$ cat src/rtl/ahb_gpio_arbiter.sv
// Round-robin arbiter that lets two command requesters share one AHB-Lite GPIO slave,
// one transfer at a time, with a data-phase timeout that reports an error instead of an ack.
module ahb_gpio_arbiter #(
  parameter int WIDTH   = 16,
  parameter int TIMEOUT = 255
) (
  input  logic                 HCLK,
  input  logic                 HRESET,
  input  logic                 req0,
  input  logic                 req1,
  input  logic                 wr0,
  input  logic                 wr1,
  input  logic [2*WIDTH-1:0]   addr0,
  input  logic [2*WIDTH-1:0]   addr1,
  input  logic [2*WIDTH-1:0]   wdata0,
  input  logic [2*WIDTH-1:0]   wdata1,
  output logic                 ack0,
  output logic                 ack1,
  output logic                 err0,
  output logic                 err1,
  output logic [2*WIDTH-1:0]   rdata0,
  output logic [2*WIDTH-1:0]   rdata1,
  output logic                 busy,
  output logic                 HSEL,
  output logic [1:0]           HTRANS,
  output logic [2*WIDTH-1:0]   HADDR,
  output logic                 HWRITE,
  output logic [2*WIDTH-1:0]   HWDATA,
  output logic                 HREADY,
  input  logic                 HREADYOUT,
  input  logic [2*WIDTH-1:0]   HRDATA
);

  localparam int AW = 2 * WIDTH;
  localparam logic [1:0]  IDLE = 2'd0;
  localparam logic [1:0]  ADDR = 2'd1;
  localparam logic [1:0]  DATA = 2'd2;
  localparam logic [1:0]  RESP = 2'd3;
  localparam logic [15:0] TMO  = 16'(TIMEOUT);

  logic [1:0]    state;
  logic          prio;
  logic          winner;
  logic          grant;
  logic          lat_wr;
  logic [AW-1:0] lat_addr;
  logic [AW-1:0] lat_wdata;
  logic          ack_flag;
  logic          err_flag;
  logic [15:0]   cnt;
  logic [15:0]   cnt_inc;

  // prio names the requester that wins a tie: the one that did not win last time
  always_comb begin
    grant   = (req0 && req1) ? prio : req1;
    cnt_inc = cnt + 16'd1;
  end

  always_ff @(posedge HCLK) begin
    if (HRESET) begin
      state     <= IDLE;
      prio      <= 1'b0;
      winner    <= 1'b0;
      lat_wr    <= 1'b0;
      lat_addr  <= '0;
      lat_wdata <= '0;
      ack_flag  <= 1'b0;
      err_flag  <= 1'b0;
      cnt       <= '0;
      rdata0    <= '0;
      rdata1    <= '0;
    end else begin
      case (state)
        IDLE: begin
          if (req0 || req1) begin
            winner    <= grant;
            lat_wr    <= grant ? wr1 : wr0;
            lat_addr  <= grant ? addr1 : addr0;
            lat_wdata <= grant ? wdata1 : wdata0;
            state     <= ADDR;
          end
        end
        ADDR: state <= DATA;
        DATA: begin
          if (HREADYOUT) begin
            if (!lat_wr) begin
              if (winner) rdata1 <= HRDATA;
              else        rdata0 <= HRDATA;
            end
            ack_flag <= 1'b1;
            state    <= RESP;
          end else begin
            cnt <= cnt_inc;
            if (cnt_inc == TMO) begin
              err_flag <= 1'b1;
              state    <= RESP;
            end
          end
        end
        default: begin
          prio     <= ~winner;
          cnt      <= '0;
          ack_flag <= 1'b0;
          err_flag <= 1'b0;
          state    <= IDLE;
        end
      endcase
    end
  end

  // bus and response outputs decode directly from the state and the latched command
  always_comb begin
    HSEL   = (state == ADDR);
    HTRANS = (state == ADDR) ? 2'b10 : 2'b00;
    HADDR  = lat_addr;
    HWRITE = lat_wr;
    HWDATA = (state == DATA && lat_wr) ? lat_wdata : '0;
    HREADY = HREADYOUT;
    busy   = (state != IDLE);
    ack0   = (state == RESP) && ack_flag && !winner;
    ack1   = (state == RESP) && ack_flag &&  winner;
    err0   = (state == RESP) && err_flag && !winner;
    err1   = (state == RESP) && err_flag &&  winner;
  end

endmodule

$ cat config.mk
export PLATFORM = sky130hd
export DESIGN_NAME = ahb_gpio_arbiter
export DESIGN_NICKNAME = d
export VERILOG_FILES = /design/src/rtl/ahb_gpio_arbiter.sv
export SDC_FILE = /design/constraint.sdc
export NUM_CORES = 1
export LEC_CHECK = 0
export BUFFER_PORTS_ARGS = -buffer_cell sky130_fd_sc_hd__buf_2
export CAP_MARGIN = 30
export CORE_MARGIN = 8
export CORE_UTILIZATION = 43
export CTS_BUF_LIST = sky130_fd_sc_hd__clkbuf_16
export DETAILED_ROUTE_END_ITERATION = 16
export PLACE_DENSITY = 0.74
export SETUP_SLACK_MARGIN = 0.15
export SYNTH_ARGS = -nofsm -noshare
export SYNTH_HDL_FRONTEND = slang
export SYNTH_SLANG_ARGS = --single-unit
$ cat constraint.sdc
create_clock -name HCLK -period 2.7 [get_ports HCLK]
set_input_delay 0.405 -clock HCLK [delete_from_list [all_inputs] [get_ports HCLK]]
set_output_delay 0.405 -clock HCLK [all_outputs]
set_load 0.005 [all_outputs]
==> impl_results.md, run 1 <==
* Status: completed
* Skew-Pair Late Insertion Delay at 0.42 ns
* Clk buf depth at 2
* Unrepaired setup endpoints after global routing: false
* Peak supply drop at 0.661 mV
* Fillers at 1353
* CP peak stage delay at 0.33 ns
* Leakage power at 4.42 nW
* Final setup violating endpoints at 0
* CP max FO at 34
* Worst-Margin Slew at 0.687 ns
* Yosys warnings at 0
* Largest cells by area after synthesis: dfxtp_1 46%, mux2i_1 10%, nand2_1 7.9%
* Vias per std cell at 5.18
* CP Capture Type: output port
* Die footprint at 19700 um^2
* Hold-fix buffers, CTS at 0
* Synth area leader: dfxtp_1
* Die W at 140 um
* Worst setup margin at 0.465 ns
* Pre-CTS worst setup slack at 0.534 ns
* Diode count at 0
* Crit path cell chain: inv_1 > ha_1 > buf_4 > and3_1 > buf_2
* ANT nets after route at 0
* Initial Util at 43.8%
* Layout cell share with drive strength beyond 1 at 33.4%
* Pwr Total at 7.51 mW
* Synthesis-to-finish area growth at 35.0%
* Main synth FF type: dfxtp_1
* Post-CTS setup buffer count at 0
* Peak Freq at 447 MHz
* Period minus WS final at 2.24 ns
* Total wire length at 20.9 mm
* CP Class: reg -> out
* Largest net degree at the start of global routing at 79
* Post-synth cell types at 41
* Slew HR at 54.1%
* Grt total ovfl at 0
* Core footprint at 15100 um^2
* Top cells by count, synth: 151 x dfxtp_1, 139 x nand2_1, 94 x nor2_1
* Top-area cell type share of the netlist area at 45.5%
* Die H at 140 um
* Vias in the first global route at 6254
* Sequential area share after synthesis at 45.5%
* Critical path startpoint category: flip-flop
* Initial antenna violation count at 2
* CTS tree: done
* Final period utilization at 82.8%
* Max_cap viols at 0
* Area post-placement at 8360 um^2
* Req. time, crit path at 2.30 ns
* # DRC at 0
* Post-route cell area at 8960 um^2
* Synthesized instance count at 797
* Site Rows at 45
* Most frequent cell after synthesis: dfxtp_1
* CTS buffer count at 17
* Root buf cell: clkbuf_16
* #FFs+latches synth at 151
* Worst min-delay path class: in -> reg
* Cell Area, Synth at 6640 um^2
* Final hold violation count at 0
* Crit path DAT at 1.83 ns
* First-pass detailed-route iteration total at 5
* PwrDens at 837 nW/um^2
* Syn avg cell area at 8.33 um^2
* GPL Wtd Cong at 0.819
* Setup TNS at 0 ns
* Num ports at 305
* Clk_skew at 0.0130 ns
* Synth Net Count at 970
* Post-DP HPWL at 15.5 mm
* Via count at 6558
* Nets@finish at 1237
* Avg WL per Cell at 16.5 um
* Buffers on Ports at 303
* Starting DRT DRC Count at 316
* # clock sinks at 151
* GRT Util Overall at 20.6%
* First-pass GRT wire length at 32.6 mm
* Ys async rst share at 0%
* Reg clk slew, reported paths at 0.06 ns
* Number of flops mapped to enable cells by yosys at 0
* Slew Viols, Final at 0
* Post-CTS sizing at 0
* Crit-path slowest cell: dfxtp_1
* H-tree levels at 4
[worst paths after layout]
check,from,end,slack [ns],cells past startpoint
max,state[0]$_SDFFE_PP0P_,HWDATA[29],0.46,5
min,HRDATA[3],rdata0[3]$_SDFFE_PP0P_,0.23,3
max reg2reg,state[0]$_SDFFE_PP0P_,cnt[10]$_SDFFE_PP0P_,0.52,7
min reg2reg,rdata0[8]$_SDFFE_PP0P_,rdata0[8]$_SDFFE_PP0P_,0.45,2
[report_power, final]
group          leakage, nW  switching, mW  internal (mW)
clock network        0.294          0.950           1.46
registers             1.23          0.204           2.65
logic                 2.89           1.30          0.952
total                 4.42           2.45           5.06
[per-layer routing]
| metal | global-route usage (%) | up-vias | routed length (um) |
|---|---|---|---|
| met3 | 8.12 | 16 | 1620 |
| met2 | 35.8 | 227 | 10500 |
| met4 | 5.09 | 4 | 199 |
| li1 | - | 3312 | - |
| met5 | 0 | - | 26 |
| met1 | 23.2 | 2999 | 8550 |
[final cells by class]
| cell class | instances | area (um^2) | share of cell area (%) |
|---|---|---|---|
| Multi-Input combinational cell | 565 | 3310 | 36.9 |
| Sequential cell | 151 | 3020 | 33.7 |
| Timing Repair Buffer | 321 | 1760 | 19.7 |
| Clock buffer | 17 | 425 | 4.75 |
| Tap cell | 188 | 235 | 2.62 |
| Clock inverter | 15 | 178 | 1.98 |
| Inverter | 8 | 30.0 | 0.335 |
[layout by cell type, fill, tap and decap left out, types with 4 or more instances in the layout]
cell type / netlist / layout
a211oi_1: 67 / 67
inv_1: 8 / 9
o21ai_0: 12 / 12
nand3_1: 6 / 6
a311oi_1: 5 / 5
ha_1: 6 / 6
buf_2: 10 / 302
clkbuf_16: 0 / 17
nand2_1: 139 / 139
nor2_1: 94 / 93
mux2i_1: 68 / 68
nor3_1: 10 / 8
a21oi_1: 76 / 76
dfxtp_1: 151 / 151
buf_12: 0 / 7
buf_4: 5 / 11
and3_1: 39 / 39
and4_1: 4 / 4
[metrics by stage]
stage               std cells  hold WS, ns  util, %
global placement         1232        0.439     55.0
floorplan                 797        0.431        -
global route             1265        0.221     59.2
CTS                      1265        0.210     59.2
detailed placement       1233        0.444     55.2
finish                   1265        0.230     59.2
[flip-flops by register name (all words and copies together) (netlist names)]
signal,count
lat_wdata,32
ack_flag,1
err_flag,1
rdata1,32
HADDR,32
prio,1
HWRITE,1
winner,1
rdata0,32
state,2
cnt,16
[critical path: cells and delay by family, from the launching register on]
family                   cells  cell delay [ns]
AND/OR/NAND/NOR              1             0.28
adder cells (fa/ha/maj)      1             0.21
buffers and inverters        3             0.57
flip-flops                   1             0.33
[logic make-up (layout without fill, tap and decap cells)]
| logic type | after synthesis | count (layout) | synth area share, % |
|---|---|---|---|
| simple gates | 311 | 311 | 20.7 |
| other cells | 1 | 1 | 0.0565 |
| mux | 69 | 69 | 10.5 |
| flops | 151 | 151 | 45.5 |
| xor+xnor | 3 | 3 | 0.396 |
| compound gates | 175 | 175 | 16.7 |
| fa+ha+maj | 6 | 6 | 1.13 |
| buf+inv | 81 | 361 | 5.05 |
No activity file was read; power rests on OpenSTA's default activity.
==> run 2: changes to the inputs <==
--- a/config.mk
+++ b/config.mk
@@ -5,6 +5,7 @@
 export SDC_FILE = /design/constraint.sdc
 export NUM_CORES = 1
 export LEC_CHECK = 0
+export ABC_AREA = 1
 export BUFFER_PORTS_ARGS = -buffer_cell sky130_fd_sc_hd__buf_2
 export CAP_MARGIN = 30
 export CORE_MARGIN = 8
==> constraint.sdc (replaced) <==
create_clock -name HCLK -period 2.1 [get_ports HCLK]
set_input_delay 0.315 -clock HCLK [delete_from_list [all_inputs] [get_ports HCLK]]
set_output_delay 0.315 -clock HCLK [all_outputs]
set_load 0.005 [all_outputs]
==> impl_results.md, run 2 <==
* Number of flops mapped to enable cells by yosys at 0 (unchanged)
* GRT Util Overall at 22.1% (+1.5 points)
* Die W at 142 um (+1.4%)
* Max_cap viols at 0 (unchanged)
* Initial antenna violation count at 2 (unchanged)
* # DRC at 0 (unchanged)
* H-tree levels at 4 (unchanged)
* ANT nets after route at 0 (unchanged)
* Grt peak-use layer: met2
* Grt total ovfl at 0 (unchanged)
* Skew-Pair Late Insertion Delay at 0.43 ns (about the same)
* Clk_skew at 0.0106 ns (-0.00242 ns)
* Yosys warnings at 0 (unchanged)
* Final hold violation count at 0 (unchanged)
* Final setup violating endpoints at 0 (unchanged)
* Peak Freq at 538 MHz
* Leakage power at 4.89 nW (+10%)
* Nets@finish at 1447 (+17%)
* Sequential area share after synthesis at 44.1% (-1.4 points)
* Top-area cell type share of the netlist area at 44.1% (-1.4 points)
* Pwr Total at 9.91 mW (+32%)
* Starting DRT DRC Count at 448 (+42%)
* Commonest non-fill, non-tap cell in the layout: buf_2
* Synthesis-to-finish area growth at 34.9% (about the same)
* Met2 usage at 35.9% (+0.12 points)
* Layout cell share with drive strength beyond 1 at 29.9% (-3.5 points)
* Vias per std cell at 4.91 (-5.4%)
* Post-synth cell types at 28 (-32%)
* Met3 Use GR at 8.79% (+0.67 points)
* Status: completed
* Compound-Gate Fraction of Synth Area at 14.2% (-2.5 points)
* Largest cells by area after synthesis: dfxtp_1 44%, nand2_1 11%, nor2_1 9.9%
* Synth area leader: dfxtp_1
* Hold-fix buffers, CTS at 0 (unchanged)
* Unrepaired setup endpoints after global routing: false
* Largest family of logic cells by synthesized area: simple AND/OR/NAND/NOR gates
* Critical path startpoint category: flip-flop
* XOR/XNOR Fraction of Synth Area at 0.256% (-0.14 points)
* CP max FO at 16 (-53%)
* Cell Area, Synth at 6850 um^2 (+3.2%)
* Num ports at 305 (unchanged)
* Most frequent cells in the layout: 303 x buf_2, 197 x nand2_1, 181 x nor2_1
* Core footprint at 15700 um^2 (+3.7%)
* Reg clk slew, reported paths at 0.07 ns (about the same)
* Site Rows at 46 (+2.2%)
* Total wire length at 23.0 mm (+10%)
* Syn avg cell area at 6.85 um^2 (-18%)
* First-pass GRT wire length at 35.7 mm (+9.4%)
* Slew Viols, Final at 0 (unchanged)
* Req. time, crit path at 1.78 ns (-0.52 ns)
* First-pass detailed-route iteration total at 7 (+2)
* Initial Util at 43.6% (-0.24 points)
* Synth Net Count at 1173 (+21%)
* CP Class: reg -> out
* Worst min-delay path class: in -> reg
* Clk buf depth at 2 (unchanged)
* Crit path DAT at 1.55 ns (-0.28 ns)
* CTS tree: done
* Multiplexer share of the synthesized area at 0% (-10 points)
* Synthesized instance count at 1000 (+25%)
* Vias in the first global route at 7084 (+13%)
* Die footprint at 20200 um^2 (+2.8%)
* Fillers at 1514 (+12%)
* Largest net degree at the start of global routing at 95 (+20%)
* Buffers on Ports at 303 (unchanged)
* Met1 Use GR at 24.9% (+1.7 points)
* Simple-gate portion of the synthesized area at 29.3% (+8.6 points)
* Most frequent cell after synthesis: nand2_1
* # clock sinks at 151 (unchanged)
* Post-DP HPWL at 16.4 mm (+5.7%)
* Peak supply drop at 1.04 mV (+57%)
* Period minus WS final at 1.86 ns
* Via count at 7384 (+13%)
* PwrDens at 1070 nW/um^2 (+28%)
* CTS buffer count at 17 (unchanged)
* Die H at 142 um (+1.4%)
* Post-CTS setup buffer count at 0 (unchanged)
* Final period utilization at 88.6%
* Root buf cell: clkbuf_16
* CP Capture Type: output port
* Synth Area in Adders at 1.10% (-0.035 points)
* Top cells by count, synth: 198 x nand2_1, 181 x nor2_1, 151 x dfxtp_1
* Ys async rst share at 0% (unchanged)
* #FFs+latches synth at 151 (unchanged)
* Setup TNS at 0 ns (unchanged)
* Main synth FF type: dfxtp_1
* GPL Wtd Cong at 0.830 (+1.3%)
* Avg WL per Cell at 15.3 um (-7.5%)
-- run 2: changes by cell type after synthesis, sizes merged, moves of 54 or more --
| cell | change |
|---|---|
| o21ai | +55 |
| inv | +120 |
| nor2 | +95 |
| o211ai | +65 |
| nand3 | +75 |
| nand2 | +66 |
| a21oi | -54 |
| mux2i | -68 |
| a211oi | -67 |
-- run 2: where the power goes --
part / leakage [nW] / internal [mW] / switching (mW)
combinational: 3.36 / 1.16 / 1.82
clock: 0.288 / 1.78 / 1.29
sequential: 1.24 / 3.50 / 0.363
total: 4.89 / 6.44 / 3.47
-- run 2: worst paths after layout --
path / startpoint / to / slack (ns) / cells after the start
worst max-delay path: state[0]$_SDFFE_PP0P_ / HWDATA[11] / 0.24 / 6
worst min-delay path: HRDATA[30] / rdata1[30]$_SDFFE_PP0P_ / 0.12 / 3
worst max register to register: cnt[1]$_SDFFE_PP0P_ / state[1]$_SDFFE_PP0P_ / 0.30 / 12
worst min register to register: ack_flag$_SDFFE_PP0P_ / ack_flag$_SDFFE_PP0P_ / 0.47 / 2
-- run 2: cell families (layout without fill, tap and decap cells) --
| logic type | after synthesis | count (layout) |
|---|---|---|
| buffers and inverters | 193 | 480 |
| DFF | 151 | 151 |
| other | 1 | 3 |
| xor gates and xnor gates | 2 | 2 |
| AOI/OAI and AO/OA | 159 | 159 |
| and+or+nand+nor | 488 | 488 |
| adders and majority gates | 6 | 6 |
-- run 2: layer usage --
metal / routed length [um] / vias up
met4: 711 / 2
met1: 9110 / 3341
met2: 11000 / 272
met3: 2170 / 54
met5: 13 / -
li1: - / 3715
-- run 2: repair_timing --
action	4_1_cts	5_1_grt
resized for setup	9	5
cloned	1	0
setup endpoints to repair	32	13
-- run 2: layout make-up --
cell class,count,area [um^2],share of cell area (%)
tap,216,270,2.92
inverter,129,492,5.32
timing repair buffer,319,1720,18.6
clock buffer,17,425,4.60
antenna,2,5.00,0.0542
multi-input combinational,656,3130,33.9
clock inverter,15,166,1.80
sequential,151,3030,32.8
-- run 2: critical path, cell delays in order (launching register included) --
cell	delay [ns]
dfxtp_2	0.35
inv_4	0.08
ha_4	0.16
nand2_4	0.08
buf_12	0.17
nor2_1	0.13
buf_2	0.14
-- run 2: stage by stage --
| step | std cells | setup WS [ns] | hold slack [ns] | utilization [%] | area (um^2) |
|---|---|---|---|---|---|
| 2_1_floorplan | 1000 | 0.458 | 0.437 | - | 6850 |
| 3_3_place_gp | 1470 | 0.309 | 0.456 | 54.6 | 8580 |
| 3_5_place_dp | 1470 | 0.264 | 0.461 | 54.6 | 8580 |
| 4_1_cts | 1503 | 0.168 | 0.107 | 58.7 | 9220 |
| 5_1_grt | 1504 | 0.159 | 0.115 | 58.8 | 9240 |
| 6_report | 1505 | 0.240 | 0.122 | 58.8 | 9240 |
==> run 3: changes to the inputs <==
--- a/config.mk
+++ b/config.mk
@@ -6,7 +6,7 @@
 export NUM_CORES = 1
 export LEC_CHECK = 0
 export ABC_AREA = 1
-export BUFFER_PORTS_ARGS = -buffer_cell sky130_fd_sc_hd__buf_2
+export BUFFER_PORTS_ARGS = -buffer_cell sky130_fd_sc_hd__buf_4
 export CAP_MARGIN = 30
 export CORE_MARGIN = 8
 export CORE_UTILIZATION = 43
==> impl_results.md, run 3 (synthesized netlist as in run 2, its figures left out) <==
* Status: completed
* Final hold violation count at 0 (unchanged)
* Diode count at 0 (-2)
* GPL Wtd Cong at 0.841 (+1.3%)
* Fillers at 1412 (-6.7%)
* Post-placement cell count at 1472 (+0.14%)
* CP Capture Type: output port
* Initial Util at 43.6% (unchanged)
* Nets@finish at 1452 (+0.35%)
* First-pass detailed-route iteration total at 5 (-2)
* Clk_skew at 0.00801 ns (-0.00261 ns)
* Core footprint at 15700 um^2 (unchanged)
* Site Rows at 46 (unchanged)
* Num ports at 305 (unchanged)
* Peak supply drop at 0.591 mV (-43%)
* ANT nets after route at 0 (unchanged)
* GRT Util Overall at 22.1% (about the same)
* Vias in the first global route at 6886 (-2.8%)
* CP max FO at 16 (unchanged)
* Vias per std cell at 4.85 (-1.1%)
* Req. time, crit path at 1.78 ns (about the same)
* Hold-fix buffers, CTS at 0 (unchanged)
* Critical path startpoint category: flip-flop
* Initial antenna violation count at 0 (-2)
* Reg clk slew, reported paths at 0.07 ns (about the same)
* H-tree levels at 4 (unchanged)
* Layout cell share with drive strength beyond 1 at 30.1% (+0.19 points)
* Worst min-delay path class: in -> reg
* Reg2Reg Setup Slack at 0.34 ns (+0.04 ns)
* Die W at 142 um (unchanged)
* Max_cap viols at 0 (unchanged)
* CP Class: reg -> out
* Peak Freq at 543 MHz (+1.1%)
* Period minus WS final at 1.84 ns (-0.0198 ns)
* CTS buffer count at 17 (unchanged)
* Total wire length at 23.6 mm (+2.7%)
* Leakage power at 5.07 nW (+3.7%)
* Footprint of the multi-input gates at 3140 um^2 (+0.24%)
* CTS tree: done
* Worst hold path depth at 3 (unchanged)
* # DRC at 0 (unchanged)
* Via count at 7315 (-0.93%)
* Cell Count, Final, Fillers Out at 1508 (+0.20%)
* Die H at 142 um (unchanged)
* Post-DP HPWL at 16.9 mm (+2.8%)
* Skew-Pair Late Insertion Delay at 0.42 ns (about the same)
* Crit path DAT at 1.53 ns (-0.02 ns)
* Largest net degree at the start of global routing at 84 (-12%)
* Most frequent cells in the layout: 313 x buf_4, 197 x nand2_1, 178 x nor2_1
* Avg WL per Cell at 15.7 um (+2.5%)
* Die footprint at 20200 um^2 (unchanged)
* Metal1 wirelength at 9.36 mm (+2.7%)
* Final setup violating endpoints at 0 (unchanged)
* PwrDens at 1030 nW/um^2 (-3.9%)
* # clock sinks at 151 (unchanged)
* Final period utilization at 87.6% (-0.94 points)
* Met3 wire len at 2.33 mm (+7.4%)
* Met2 wire len at 11.4 mm (+3.8%)
* Slew Viols, Final at 0 (unchanged)
* Root buf cell: clkbuf_16
* Buffers on Ports at 303 (unchanged)
* Commonest non-fill, non-tap cell in the layout: buf_4
* Grt total ovfl at 0 (unchanged)
* Uppermost layer routed: met4
* Reg2Reg Depth at 14 (+2)
* Starting DRT DRC Count at 575 (+28%)
* Clk buf depth at 2 (unchanged)
* First-pass GRT wire length at 35.8 mm (+0.23%)
* Synthesis-to-finish area growth at 46.9%
* FF+latch area at 3020 um^2 (-0.17%)
* Unrepaired setup endpoints after global routing: false
* Setup TNS at 0 ns (unchanged)
[run 3: cell type report]
cell class                      count  share of cell area, %
Multi-Input combinational cell    656                   31.2
Tap cell                          216                   2.69
Timing Repair Buffer              324                   25.5
Sequential cell                   151                   30.0
Inverter                          129                   4.86
Clock inverter                     15                   1.42
Clock buffer                       17                   4.23
[run 3: final timing paths]
path | startpoint | end
worst max register to register | cnt[0]$_SDFFE_PP0P_ | state[1]$_SDFFE_PP0P_
worst min register to register | err_flag$_SDFFE_PP0P_ | err_flag$_SDFFE_PP0P_
worst min-delay path | HRDATA[14] | rdata0[14]$_SDFFE_PP0P_
worst max-delay path | state[0]$_SDFFE_PP0P_ | HWDATA[0]
[run 3: power by group]
part | switching [mW] | total [mW] | leakage (nW) | internal [mW]
registers | 0.369 | 3.86 | 1.24 | 3.50
logic | 1.92 | 3.57 | 3.55 | 1.65
clock network | 1.28 | 2.94 | 0.280 | 1.66
[run 3: critical path, stage by stage, from the launching register on]
cell,delay (ns)
dfxtp_1,0.34
inv_2,0.11
ha_4,0.16
nand2_4,0.07
buf_12,0.17
nor2_1,0.12
buf_4,0.14
[run 3: through the flow]
| stage | total power [mW] | hold WS [ns] | util [%] | area [um^2] | setup WS, ns |
|---|---|---|---|---|---|
| finish | 10.4 | 0.122 | 64.1 | 10100 | 0.260 |
| global route | 11.0 | 0.114 | 64.1 | 10100 | 0.166 |
| CTS | 10.3 | 0.106 | 63.5 | 9970 | 0.161 |
| detailed placement | 7.30 | 0.477 | 59.8 | 9390 | 0.220 |
| global placement | 7.27 | 0.472 | 59.8 | 9390 | 0.303 |
| floorplan | 5.63 | 0.437 | - | 6850 | 0.458 |
[run 3: repair_timing]
action,4_1_cts,5_1_grt
gates cloned,0,2
setup buffers,1,1
gates resized for setup,2,10
setup endpoints to repair,32,73
[run 3: per-layer routing]
metal	vias to the layer above	track usage [%]
met5	-	0
met4	0	7.80
met3	36	9.53
met2	257	35.5
met1	3296	25.8
li1	3726	-
